## src/rtl/rc4_pkg.sv

```systemverilog
// Shared types for the RC4 phase scheduler: state encoding, S-port payload and port selection.
// The optional key-search feature is controlled by RC4_KEY_SEARCH_EN in rc4_phase_sched.
package rc4_pkg;

  localparam int unsigned S_ADDR_W = 8;
  localparam int unsigned S_DATA_W = 8;

  typedef enum logic [2:0] {
    ST_IDLE,
    ST_INIT,
    ST_SHUF,
    ST_PRGA,
    ST_CHECK,
    ST_DONE
  } sched_state_t;

  typedef enum logic [1:0] {
    SEL_INIT,
    SEL_SHUF,
    SEL_PRGA
  } s_sel_t;

  typedef struct packed {
    logic [S_ADDR_W-1:0] addr;
    logic [S_DATA_W-1:0] data;
    logic                wr;
  } s_port_t;

  // Which phase FSM owns the S-port in a given state (meaningful only when owns_s_port is true).
  function automatic s_sel_t sel_for(input sched_state_t st);
    case (st)
      ST_SHUF: return SEL_SHUF;
      ST_PRGA: return SEL_PRGA;
      default: return SEL_INIT;
    endcase
  endfunction

  function automatic logic owns_s_port(input sched_state_t st);
    return (st == ST_INIT) || (st == ST_SHUF) || (st == ST_PRGA);
  endfunction

endpackage

```

## src/rtl/s_mem_mux.sv

```systemverilog
// 3:1 S-memory port mux; the forced-idle input blanks the whole port so no write can leak through.
module s_mem_mux
  import rc4_pkg::*;
(
  input  s_sel_t  i_sel,
  input  logic    i_idle,
  input  s_port_t i_init,
  input  s_port_t i_shuf,
  input  s_port_t i_prga,
  output s_port_t o_port
);

  always_comb begin
    o_port = '0;
    if (!i_idle) begin
      case (i_sel)
        SEL_INIT: o_port = i_init;
        SEL_SHUF: o_port = i_shuf;
        SEL_PRGA: o_port = i_prga;
        default:  o_port = '0;
      endcase
    end
  end

endmodule

```

## src/rtl/rc4_phase_sched.sv

```systemverilog
// RC4 top-level sequencer: runs init -> shuffle -> PRGA and grants the single-port S-memory.
// Define RC4_KEY_SEARCH_EN to add the CHECK state that steps the key until prga_ok or KEY_MAX.
module rc4_phase_sched
  import rc4_pkg::*;
#(
  parameter int unsigned       KEY_W   = 24,
  parameter logic [KEY_W-1:0]  KEY_MAX = KEY_W'(24'h3FFFFF)
) (
  input  logic                clk,
  input  logic                rst,
  input  logic                start,
  input  logic [KEY_W-1:0]    key_in,
  output logic [KEY_W-1:0]    key,
  output logic                init_start,
  input  logic                init_fin,
  input  logic [S_ADDR_W-1:0] init_addr,
  input  logic [S_DATA_W-1:0] init_data,
  input  logic                init_wr,
  output logic                shuf_start,
  input  logic                shuf_fin,
  input  logic [S_ADDR_W-1:0] shuf_addr,
  input  logic [S_DATA_W-1:0] shuf_data,
  input  logic                shuf_wr,
  output logic                prga_start,
  input  logic                prga_fin,
  input  logic [S_ADDR_W-1:0] prga_addr,
  input  logic [S_DATA_W-1:0] prga_data,
  input  logic                prga_wr,
  input  logic                prga_ok,
  output logic [S_ADDR_W-1:0] s_addr,
  output logic [S_DATA_W-1:0] s_data,
  output logic                s_wr,
  output logic                busy,
  output logic                done,
  output logic                fail
);

  sched_state_t     r_state, w_next;
  logic [KEY_W-1:0] r_key, w_key_next;
  logic             r_fail, w_fail_next;
  logic             r_init_start, r_shuf_start, r_prga_start, r_busy, r_done;
  logic             w_init_start, w_shuf_start, w_prga_start, w_busy, w_done;
  s_port_t          w_init_port, w_shuf_port, w_prga_port, w_s_port;

  // Next state, key/fail update and the next values of the registered strobes.
  always_comb begin
    w_next      = r_state;
    w_key_next  = r_key;
    w_fail_next = r_fail;
    case (r_state)
      ST_IDLE: begin
        if (start) begin
          w_next      = ST_INIT;
          w_key_next  = key_in;
          w_fail_next = 1'b0;
        end
      end
      ST_INIT: if (init_fin) w_next = ST_SHUF;
      ST_SHUF: if (shuf_fin) w_next = ST_PRGA;
`ifdef RC4_KEY_SEARCH_EN
      ST_PRGA: if (prga_fin) w_next = ST_CHECK;
      ST_CHECK: begin
        if (prga_ok) begin
          w_next = ST_DONE;
        end else if (r_key != KEY_MAX) begin
          w_key_next = r_key + KEY_W'(1);
          w_next     = ST_INIT;
        end else begin
          w_fail_next = 1'b1;
          w_next      = ST_DONE;
        end
      end
`else
      ST_PRGA: if (prga_fin) w_next = ST_DONE;
`endif
      ST_DONE: w_next = ST_IDLE;
      default: w_next = ST_IDLE;
    endcase

    // Phase start strobes fire on entry, including a search-mode rerun from CHECK.
    w_init_start = (w_next == ST_INIT) && (r_state != ST_INIT);
    w_shuf_start = (w_next == ST_SHUF) && (r_state != ST_SHUF);
    w_prga_start = (w_next == ST_PRGA) && (r_state != ST_PRGA);
    w_busy       = (w_next != ST_IDLE);
    w_done       = (w_next == ST_DONE);
  end

  always_ff @(posedge clk) begin
    if (rst) begin
      r_state      <= ST_IDLE;
      r_key        <= '0;
      r_fail       <= 1'b0;
      r_init_start <= 1'b0;
      r_shuf_start <= 1'b0;
      r_prga_start <= 1'b0;
      r_busy       <= 1'b0;
      r_done       <= 1'b0;
    end else begin
      r_state      <= w_next;
      r_key        <= w_key_next;
      r_fail       <= w_fail_next;
      r_init_start <= w_init_start;
      r_shuf_start <= w_shuf_start;
      r_prga_start <= w_prga_start;
      r_busy       <= w_busy;
      r_done       <= w_done;
    end
  end

`ifndef RC4_KEY_SEARCH_EN
  logic w_unused_cfg;
  assign w_unused_cfg = prga_ok ^ (KEY_MAX == '0);
`endif

  assign w_init_port = '{addr: init_addr, data: init_data, wr: init_wr};
  assign w_shuf_port = '{addr: shuf_addr, data: shuf_data, wr: shuf_wr};
  assign w_prga_port = '{addr: prga_addr, data: prga_data, wr: prga_wr};

  s_mem_mux u_s_mem_mux (
    .i_sel  (sel_for(r_state)),
    .i_idle (!owns_s_port(r_state)),
    .i_init (w_init_port),
    .i_shuf (w_shuf_port),
    .i_prga (w_prga_port),
    .o_port (w_s_port)
  );

  assign s_addr     = w_s_port.addr;
  assign s_data     = w_s_port.data;
  assign s_wr       = w_s_port.wr;
  assign key        = r_key;
  assign fail       = r_fail;
  assign init_start = r_init_start;
  assign shuf_start = r_shuf_start;
  assign prga_start = r_prga_start;
  assign busy       = r_busy;
  assign done       = r_done;

endmodule

```

## config.mk

```make
export PLATFORM = sky130hd
export DESIGN_NAME = rc4_phase_sched
export DESIGN_NICKNAME = d
export VERILOG_FILES = /design/src/rtl/rc4_pkg.sv /design/src/rtl/s_mem_mux.sv /design/src/rtl/rc4_phase_sched.sv
export SDC_FILE = /design/constraint.sdc
export NUM_CORES = 1
export LEC_CHECK = 0
export CORE_ASPECT_RATIO = 0.6
export CORE_MARGIN = 8
export CORE_UTILIZATION = 35
export CTS_CLUSTER_DIAMETER = 30
export DETAILED_ROUTE_END_ITERATION = 16
export PLACE_DENSITY = 0.84
export RECOVER_POWER = 50
export SETUP_SLACK_MARGIN = 0.05
export SLEW_MARGIN = 20
export SYNTH_ARGS = -nofsm -noshare
export SYNTH_HDL_FRONTEND = slang
export SYNTH_HIERARCHICAL = 1
export SYNTH_SLANG_ARGS = --single-unit
```

## constraint.sdc

```tcl
create_clock -name clk -period 2.31 [get_ports clk]
set_clock_uncertainty 0.2 [all_clocks]
set_input_delay 0.5775 -clock clk [delete_from_list [all_inputs] [get_ports clk]]
set_output_delay 0.5775 -clock clk [all_outputs]
set_load 0.01 [all_outputs]
```

==> run summary <==
The flow ran to the end, but the final reports show violations. The final reports fail on setup timing. Dividing the detail-routed wire length by the instance count gives around 18 µm. The leakage power came out at between 1 and 1.5 nW. The final-report hold violation count was 0. The ratio of cells with drive above 1 in the final layout is between 30% and 40%. The critical path goes through nand2b_4 > nor2_4 > buf_6 > buf_12 > buf_16 > nand2b_4 > a211oi_2 > buf_2.

The post-synthesis net count came out at between 200 and 300. The floorplan die area came out at about 7900 µm². The power per unit of standard cell area came out at 508 nW/µm². The finished layout holds around 430 standard cells, fillers aside. The clock net in this run drives a total of 32 sinks. The endpoint required time on the critical path is between 1500 and 2000 ps. The number of global-route vias before repair is roughly 2300.

The delay of the slowest critical-path stage came out at 330 ps. The multiplexer fraction of the synthesized cell area is ~1.1%. The kind of end point of the critical path is an output port. The number of DRC violations after detailed-routing iteration 0 came out at approximately 110. The tree is rooted in a sky130_fd_sc_hd__clkbuf_8. The library cells used most frequently in the layout, excluding fill and tap cells, are 99 x sky130_fd_sc_hd__clkdlybuf4s50_1, 48 x sky130_fd_sc_hd__nand2_1, 32 x sky130_fd_sc_hd__a211oi_2, 30 x sky130_fd_sc_hd__dfxtp_1, 25 x sky130_fd_sc_hd__a21oi_1. The met2 layer wire length in the routed design is between 4 and 5 mm. The total overflow reported by the global router came out at 0.

The core footprint is around 5000 µm². The critical path is of the reg2out type. The number of buffers added on ports is 126. After Yosys synthesis, XOR and XNOR cells account for 0% of the synthesized area. The initial antenna violation count is 0. The worst reg2reg path startpoint is r_state[0]. The most common cell after layout, fill and taps aside is sky130_fd_sc_hd__clkdlybuf4s50_1. The largest net degree at the start of global routing came out at 27. The share of async-settable or async-resettable flops after synthesis came out at 0%. The startpoint type of the worst setup path is a register.

The share of synthesized cell area in full adder, half adder and majority cells is 0%. The average size of a mapped cell is about 8.5 µm². The deepest clock path buffer count came out at 2. Wires add up to 7.91 mm. The number of pins exceeding their max-slew limit in the final report is 0. The tool flagged a number of max-cap violations equal to 0. The area share of and/or/nand/nor cells after synthesis is 26.5%.

Along the worst path, the maximum fanout reaches 6. The smallest clock period supported by the final layout is computed as 2500 ps. The number of nets still failing antenna checks after routing came out at 0. The clock buffer count from CTS came out at 5. Broken down by cell family, the worst path's largest delay share belongs to buffers and inverters. The count of hold buffers inserted by post-cts repair came out at 0. After detailed routing, the met3 layer carries 286 µm of wire. The pin slew with the least headroom to its limit is between 500 and 600 ps. For this run, the top clock speed supported by timing is between 300 and 400 MHz. The detailed-route wire length on metal 1 came out at 3.41 mm. The signal arrival time at the worst endpoint came out at approximately 1700 ps.

Measured along the x axis, the die boundary spans between 100 and 150 µm. The post-synthesis cell area came out at between 1500 and 2000 µm². The weighted congestion at the end of routability-driven global placement is just under 0.8. Counting flops and latches in the post-synthesis netlist gives 32.

By area, the combinational part of the netlist is dominated by compound AO/OA/AOI/OAI gates. The wire length of the first global-routing pass came out at roughly 12 mm. TritonCTS built the clock tree. The headroom to the max-slew limit came out at around 66%. The critical path launch point is r_state[2]. Among all stages on the critical path, the largest delay is contributed by sky130_fd_sc_hd__dfxtp_2. The signed area change from the synthesized netlist to the final layout is 104%. The share of the clock period used by the worst path after layout is 108%. The setup slack after layout came out at -195 ps. The origin of the worst min-delay path is key[6]. The path category of the worst min-delay check is reg2reg. The HPWL after detailed placement came out at approximately 5.3 mm.

The die outline height is about 72 µm. The highest ir drop seen on vdd came out at ~0.00034 V. Setup violations remaining at the end of the flow were counted as 17. The number of flops mapped to enable cells by yosys came out at 0. The number of synthesis warnings came out at 6. The via count came out at about 2100. The worst hold slack across all endpoints came out at 252 ps. The maximum level of the CTS H-tree came out at 2.

The total iterations of the first detailed-routing run came out at 4. Global routing used between 20% and 30% of the available tracks. The count of cells along the worst hold path came out at 2. After detailed routing, the number of remaining DRC violations is 0.

The clock slew seen by the registers of the worst setup and hold paths is around 70 ps. The worst reg2reg path depth is 5. The antenna diode instance count came out at 0.

The boundary pin count is roughly 130. The placed cell count came out at 405. For this run, the leading register cell type out of synthesis is sky130_fd_sc_hd__dfxtp_1. The most numerous cell type found on the critical path is sky130_fd_sc_hd__nand2b_4. The final-stage net count came out at about 440. The total buffers and inverters traversed by the critical path is 4. Counting buffers and inverters, the worst setup path is 8 cells deep.

The netlist uses 31 different library cells. The share of the yosys chip area belonging to registers is 34.9%. Setup repair after global routing could not meet its margin everywhere. In the routed layout, each cell is associated on average with a via count of between 4 and 5. The floorplan row count is 20. The later pin in the worst-skew pair is clocked with a latency of 270 ps.

Signal routing reaches up to met4. The starting density of the core came out at 36.3%. The count of mapped cells out of synthesis came out at 217. Summing the areas of all compound-gate instances in the mapped netlist gives 27.9% of the synthesized area.
## metal layers
layer,track usage (%),up-vias
met1,24.5,994
met3,3.36,10
met5,0,-
met2,35.9,57
li1,-,1040
met4,4.02,0
## synthesized netlist by cell type (2+ instances only)
library cell | count | area share, %
sky130_fd_sc_hd__nor2b_1 | 16 | 5.5
sky130_fd_sc_hd__inv_1 | 3 | 0.61
sky130_fd_sc_hd__clkbuf_1 | 5 | 1.0
sky130_fd_sc_hd__nand2_1 | 48 | 9.8
sky130_fd_sc_hd__nor3_1 | 2 | 0.55
sky130_fd_sc_hd__mux2i_1 | 2 | 1.1
sky130_fd_sc_hd__nor2_1 | 4 | 0.82
sky130_fd_sc_hd__a21oi_1 | 25 | 6.8
sky130_fd_sc_hd__buf_8 | 3 | 2.5
sky130_fd_sc_hd__buf_6 | 3 | 1.8
sky130_fd_sc_hd__buf_4 | 2 | 0.82
sky130_fd_sc_hd__dfxtp_1 | 32 | 35
sky130_fd_sc_hd__buf_2 | 7 | 1.9
sky130_fd_sc_hd__nor4_1 | 2 | 0.68
sky130_fd_sc_hd__a211oi_1 | 12 | 4.9
sky130_fd_sc_hd__nand2b_1 | 17 | 5.8
sky130_fd_sc_hd__a211oi_2 | 20 | 14
## per-stage QoR
stage                     setup slack [ps]  total power, mW  utilization (%)  TNS, ps  cell area, µm²
after detailed placement              -532             1.23             64.2    -8180            3240
after global routing                  -249             1.99             74.1    -3630            3740
after global placement                -510             1.22             64.2    -7830            3240
final                                 -195             1.90             74.1    -2520            3740
after CTS                             -165             1.91             73.9    -2410            3740
after floorplan                       76.1            0.900                -        0            1850
## state kept, by name, summed over array words and instances (netlist names)
signal,count
shuf_start,1
init_start,1
done,1
prga_start,1
key,24
busy,1
r_state,3
## where the power goes
| part | switching [mW] | leakage [nW] | internal, mW |
|---|---|---|---|
| logic | 0.302 | 1.13 | 0.403 |
| clock network | 0.206 | 0.0645 | 0.381 |
| registers | 0.0196 | 0.263 | 0.590 |
| total | 0.527 | 1.46 | 1.37 |
## kinds of logic after synthesis
| kind of cell | after synthesis |
|---|---|
| other | 1 |
| AO/OA/AOI/OAI | 63 |
| AND/OR/NAND/NOR | 94 |
| flip-flops | 32 |
| buffers and inverters | 25 |
| multiplexers | 2 |
## cell type report
cell class              instances  area [µm²]
fillers                       368        1310
flip-flops and latches         32         643
well taps                      66        82.6
inverters                       3        11.3
clock buffers                   7        96.3
multi-input cells             160        1240
clock inverters                 1        30.0
repair buffers                159        1640
## worst paths after layout
| check | to | slack [ps] |
|---|---|---|
| max | s_data[0] | -190 |
| min | key[6] | 250 |
| max reg2reg | key[4] | 340 |
| min reg2reg | key[6] | 250 |
## worst register-to-register path: cells and delay by family, from the launching register on
family                 cells  cell delay, ps
buffers and inverters      2             530
AND/OR/NAND/NOR            2             690
AO/OA/AOI/OAI              1              80
flip-flops                 1             350
## repair_timing
item	4_1_cts	5_1_grt
endpoints found under the setup margin	17	17
buffers inserted	9	0
gates cloned	7	0
gates resized for setup	112	4
pin swaps	24	4
(Power assumes the default switching activity.)
